File: src/rtl/ex_mem_pipe.sv
// EX->MEM pipeline register with one-entry skid buffer and flush.
// Main entry drives MEM and the forwarding port; skid absorbs one stall.
module ex_mem_pipe #(
  parameter int XLEN          = 32,
  parameter int REG_AW        = 5,
  parameter int LOAD_W        = 5,
  parameter int STORE_W       = 3,
  parameter int NO_LOAD_CODE  = 0,
  parameter int NO_STORE_CODE = 0
) (
  input  logic               clk,
  input  logic               rst,
  input  logic               flush,
  input  logic               valid_in,
  output logic               ready_out,
  input  logic [XLEN-1:0]    rd_in,
  input  logic               rd_en_in,
  input  logic [REG_AW-1:0]  rd_addr_in,
  input  logic [LOAD_W-1:0]  load_flag_in,
  input  logic [STORE_W-1:0] store_flag_in,
  input  logic [XLEN-1:0]    store_data_in,
  output logic               valid_out,
  input  logic               ready_in,
  output logic [XLEN-1:0]    rd_out,
  output logic               rd_en_out,
  output logic [REG_AW-1:0]  rd_addr_out,
  output logic [LOAD_W-1:0]  load_flag_out,
  output logic [STORE_W-1:0] store_flag_out,
  output logic [XLEN-1:0]    store_data_out,
  output logic               fwd_valid,
  output logic [REG_AW-1:0]  fwd_addr,
  output logic [XLEN-1:0]    fwd_data,
  output logic               fwd_is_load
);

  typedef struct packed {
    logic [XLEN-1:0]    rd;
    logic               rd_en;
    logic [REG_AW-1:0]  rd_addr;
    logic [LOAD_W-1:0]  load;
    logic [STORE_W-1:0] store;
    logic [XLEN-1:0]    sdata;
  } bundle_t;

  typedef enum logic [1:0] {EMPTY, ONE, FULL} state_t;

  localparam logic [LOAD_W-1:0]  NO_LOAD  = LOAD_W'(NO_LOAD_CODE);
  localparam logic [STORE_W-1:0] NO_STORE = STORE_W'(NO_STORE_CODE);

  state_t  state;
  bundle_t main_q;
  bundle_t skid_q;
  bundle_t in_b;
  bundle_t neutral;
  logic    valid_q;
  logic    ready_q;
  logic    accept;
  logic    drain;

  always_comb begin
    neutral         = '0;
    neutral.load    = NO_LOAD;
    neutral.store   = NO_STORE;
    in_b.rd         = rd_in;
    // x0 is hardwired zero, so a write to it must never forward
    in_b.rd_en      = rd_en_in & (rd_addr_in != '0);
    in_b.rd_addr    = rd_addr_in;
    in_b.load       = load_flag_in;
    in_b.store      = store_flag_in;
    in_b.sdata      = store_data_in;
  end

  assign accept = valid_in & ready_q;
  assign drain  = valid_q & ready_in;

  always_ff @(posedge clk) begin
    if (rst || flush) begin
      state   <= EMPTY;
      main_q  <= neutral;
      skid_q  <= neutral;
      valid_q <= 1'b0;
      ready_q <= 1'b1;
    end else begin
      unique case (state)
        EMPTY: begin
          if (accept) begin
            main_q  <= in_b;
            valid_q <= 1'b1;
            state   <= ONE;
          end
        end
        ONE: begin
          if (drain && accept) begin
            main_q <= in_b;
          end else if (drain) begin
            main_q  <= neutral;
            valid_q <= 1'b0;
            state   <= EMPTY;
          end else if (accept) begin
            skid_q  <= in_b;
            ready_q <= 1'b0;
            state   <= FULL;
          end
        end
        FULL: begin
          if (drain) begin
            main_q  <= skid_q;
            skid_q  <= neutral;
            ready_q <= 1'b1;
            state   <= ONE;
          end
        end
        default: begin
          state   <= EMPTY;
          main_q  <= neutral;
          skid_q  <= neutral;
          valid_q <= 1'b0;
          ready_q <= 1'b1;
        end
      endcase
    end
  end

  assign ready_out      = ready_q;
  assign valid_out      = valid_q;
  assign rd_out         = main_q.rd;
  assign rd_en_out      = main_q.rd_en;
  assign rd_addr_out    = main_q.rd_addr;
  assign load_flag_out  = main_q.load;
  assign store_flag_out = main_q.store;
  assign store_data_out = main_q.sdata;

  assign fwd_valid   = main_q.rd_en & valid_q;
  assign fwd_addr    = main_q.rd_addr;
  assign fwd_data    = main_q.rd;
  assign fwd_is_load = valid_q & (main_q.load != NO_LOAD);

endmodule

File: config.mk
export PLATFORM = sky130hd
export DESIGN_NAME = ex_mem_pipe
export DESIGN_NICKNAME = d
export VERILOG_FILES = /design/src/rtl/ex_mem_pipe.sv
export SDC_FILE = /design/constraint.sdc
export NUM_CORES = 1
export LEC_CHECK = 0
export ABC_AREA = 1
export CAP_MARGIN = 10
export CORE_UTILIZATION = 33
export CTS_CLUSTER_SIZE = 12
export DETAILED_ROUTE_END_ITERATION = 8
export GPL_TIMING_DRIVEN = 0
export PLACE_DENSITY = 0.61
export SKIP_LAST_GASP = 1
export SLEW_MARGIN = 10
export SYNTH_ARGS = -nofsm -noshare
export SYNTH_HDL_FRONTEND = slang
export SYNTH_SLANG_ARGS = --single-unit
File: constraint.sdc
create_clock -name clk -period 1.8 [get_ports clk]
set_clock_uncertainty 0.15 [all_clocks]
set_input_delay 0.54 -clock clk [delete_from_list [all_inputs] [get_ports clk]]
set_output_delay 0.54 -clock clk [all_outputs]
set_load 0.05 [all_outputs]
==> results.md <==
Clocking:
- The clock latency of the later-clocked register in the worst-skew pair is 0.43 ns.
- TritonCTS created 17 clock buffers.
- After clock tree synthesis, the clock-pin slew on the worst setup and hold paths is 0.07 ns.
- The cell chosen for the clock root is sky130_fd_sc_hd__clkbuf_16.
- TritonCTS built the clock tree.
- The maximum number of buffers from clock root to sink is 2.
- The total clock sinks is 160.
- The H-tree generated during clock tree synthesis spans 4 levels.

Die:
- The floorplan die width is 149.4 um.
- The area of the core region is 21150 um^2.
- The initial utilization of the core area, before any placement, comes to 0.3387.
- The y dimension of the die is 149.4 um.
- The area of the die is 22310 um^2.
- Row generation in the floorplan step produced 53 rows.
- 202 I/O pins were placed.

Layout:
- After the last flow step, the layout net total stands at 1341.
- The area growth from synthesis to layout is 43.08%.
- The non-filler instance count after layout is 1547.
- The final design instance area without fill is 10250 um^2.
- Fill cells in the final layout number 2200.
- In the final layout, the share of cells above drive strength 1 is 0.2825.
- The library cell used most frequently in the layout, excluding fill and tap cells, is sky130_fd_sc_hd__nand2_1.
- In the layout the commonest cells are sky130_fd_sc_hd__nand2_1, sky130_fd_sc_hd__a21oi_1, sky130_fd_sc_hd__dfxtp_1.

Placed design:
- The worst setup slack after placement is -0.9140 ns.
- After detailed placement, the total cell area comes to 9527 um^2.
- The number of buffer cells added on primary ports is 201.
- The count of placed standard cells including taps is 1493.
- The congestion estimate from routability-driven global placement came to 0.8204.
- The HPWL after detailed placement is 15170 um.

Detailed routing:
- The via-per-instance ratio is 4.614.
- The overall via count from detail_route is 7138.
- The DRC violation total after the first TritonRoute iteration is 291.
- For this run, the detailed router's first-pass iteration total came to 5.
- The average wire per cell in the routed design is 14.25 um.
- After detailed routing, the total wire length is 22050 um.
- In the routed design, unresolved DRC markers number 0.
- In this run the remaining antenna-violating nets after routing total 0.

Critical path:
- The arrival time of data at the critical path endpoint is 1.47 ns.
- STA classifies the critical path startpoint as a flop.
- The category of the critical setup timing path is reg -> out.
- The setup slack of the worst register-to-register path is 0.08 ns.
- Data on the critical path is required at its endpoint by 1.11 ns.
- The type of element capturing the critical path is a primary output.
- The maximum net fanout on the critical path is 2.

Flow run:
- The number of max-cap violations is 0.

STA:
- The achievable frequency is 463.8 MHz.
- Summed over all failing endpoints, the final setup total negative slack is -0.3651 ns.
- Dividing the final minimum period by the clock period gives 1.198.
- The worst slew slack as a fraction of its limit is 0.5902.
- The setup slack after layout is -0.3560 ns.
- Setup violations remaining at the end of the flow were counted as 2.
- The final hold violation count is 0.
- The final-report max-slew violation count was 0.
- The transition time at the pin with the least slew margin is 0.6147 ns.
- For the finished layout, the period the worst path requires is 2.156 ns.
- Setup repair after global routing could not meet its margin everywhere.

Synth:
- The synthesized design contains 160 register bits.
- The netlist uses 25 different library cells.
- The synthesized area per cell is 7.046 um^2.
- The Yosys step of the flow raised 0 warnings.
- The number of nets handed over by synthesis was 1100.
- Summing every instance area after synthesis gives 7166 um^2.
- The number of instances in the synthesized netlist is 1017.
- Of the synthesized area, sequential elements account for 0.4470.

Outcome:
- The run finished, with violations left.
- The checks that failed: negative setup slack.

Power and ir drop:
- The total chip power is 9.493 mW.
- The maximum ir drop on the vdd rail is 0.5584 mV.
- Dividing total power by cell area gives a power density of 925.9 nW/um^2.
- The analysis attributes to cell leakage a power of 4.655 nW.

GRT:
- The all-layer global routing usage is 0.1983.
- The number of antenna violations at the first check in global routing came to 2.
- Global routing finished with a remaining overflow of 0.
- The first global-routing pass estimated 34600 um of wire.
- The largest net degree at the start of global routing is 17.
- The via count of the first global-routing pass is 6724.

Worst hold path:
- The type of the most critical hold path is reg -> reg.
synthesized netlist by cell type:
cell type                  number  share of area
sky130_fd_sc_hd__nand3_2        1         0.0014
sky130_fd_sc_hd__nor2_4         2         0.0031
sky130_fd_sc_hd__buf_1          2         0.0010
sky130_fd_sc_hd__o21ai_2        1         0.0012
sky130_fd_sc_hd__o211ai_1       1         0.0010
sky130_fd_sc_hd__inv_1          9         0.0047
sky130_fd_sc_hd__clkbuf_1      33          0.017
sky130_fd_sc_hd__or2_2          1        0.00087
sky130_fd_sc_hd__nand2_2       26          0.023
sky130_fd_sc_hd__o41ai_1        1         0.0012
sky130_fd_sc_hd__buf_12         2         0.0056
sky130_fd_sc_hd__buf_4         44          0.046
sky130_fd_sc_hd__nor2_1        58          0.030
sky130_fd_sc_hd__buf_2         19          0.013
sky130_fd_sc_hd__o21ai_0       54          0.038
sky130_fd_sc_hd__dfxtp_1      160           0.45
sky130_fd_sc_hd__a21oi_1      138          0.096
sky130_fd_sc_hd__nand4_1        2         0.0017
sky130_fd_sc_hd__nand3_1        4         0.0028
sky130_fd_sc_hd__inv_4          1        0.00087
sky130_fd_sc_hd__buf_6          7          0.011
sky130_fd_sc_hd__a21oi_2       20          0.024
sky130_fd_sc_hd__inv_2          5         0.0026
sky130_fd_sc_hd__nor2_8         1         0.0028
sky130_fd_sc_hd__nand2_1      425           0.22
layout make-up:
class	instances	area, um^2	area share
Buffer	107	784.5	0.07652
Sequential cell	160	3239	0.3160
Clock inverter	14	227.7	0.02221
Timing Repair Buffer	221	1821	0.1776
Clock buffer	18	439.2	0.04284
Tap cell	275	344.1	0.03356
Multi-Input combinational cell	736	3323	0.3241
Antenna cell	1	2.502	0.0002441
Inverter	15	71.32	0.006956
sequential cells by signal, indices dropped and copies added (netlist names):
| signal | count |
|---|---|
| fwd_data | 32 |
| rd_en_out | 1 |
| valid_out | 1 |
| ready_out | 1 |
| skid_q | 78 |
| load_flag_out | 5 |
| fwd_addr | 5 |
| store_flag_out | 3 |
| state | 2 |
| store_data_out | 32 |
kinds of logic (layout without fill, tap and decap cells):
family | count (synthesis) | in the layout | share of synthesized area
AOI/OAI and AO/OA | 215 | 215 | 0.1620
buffers and inverters | 122 | 375 | 0.1025
DFF | 160 | 160 | 0.4470
other | 0 | 1 | 0
and+or+nand+nor | 520 | 521 | 0.2885
per-layer routing:
metal	vias to the layer above	track usage	wire length [um]
met5	-	0	8
met4	2	0.05153	237
met3	20	0.05107	1262
met2	174	0.3234	10270
met1	3260	0.2582	10280
li1	3682	-	-
worst paths after layout:
path / from / to / cells past startpoint
worst max-delay path: load_flag_out[0] / fwd_is_load / 4
worst min register to register: skid_q[76] / skid_q[76] / 2
worst min-delay path: skid_q[76] / skid_q[76] / 2
worst max register to register: valid_out / skid_q[43] / 7
power breakdown:
part / internal (mW) / total, mW / leakage, nW / switching, mW
sequential: 3.64 / 3.71 / 1.31 / 0.0710
clock: 2.53 / 4.11 / 0.321 / 1.59
combinational: 0.639 / 1.67 / 3.03 / 1.03
metrics by stage:
stage          hold WS (ns)  utilization
2_1_floorplan        0.2892            -
3_3_place_gp         0.2977       0.4503
3_5_place_dp         0.3022       0.4503
4_1_cts              0.3113       0.4743
5_1_grt              0.3197       0.4845
6_report             0.3110       0.4847
repair_timing:
action / CTS / global route
hold buffers: 0 / 0
pin swaps: 10 / 7
gates cloned: 3 / 1
setup endpoints to repair: 269 / 167
gates resized for setup: 708 / 78
setup buffers: 13 / 4
worst max-delay path, stage by stage (launching register included):
cell and delay [ns]:
sky130_fd_sc_hd__dfxtp_2 0.32, sky130_fd_sc_hd__or2_4 0.26, sky130_fd_sc_hd__o41ai_4 0.21, sky130_fd_sc_hd__inv_2 0.09, sky130_fd_sc_hd__buf_8 0.16
(Power assumes the default switching activity.)
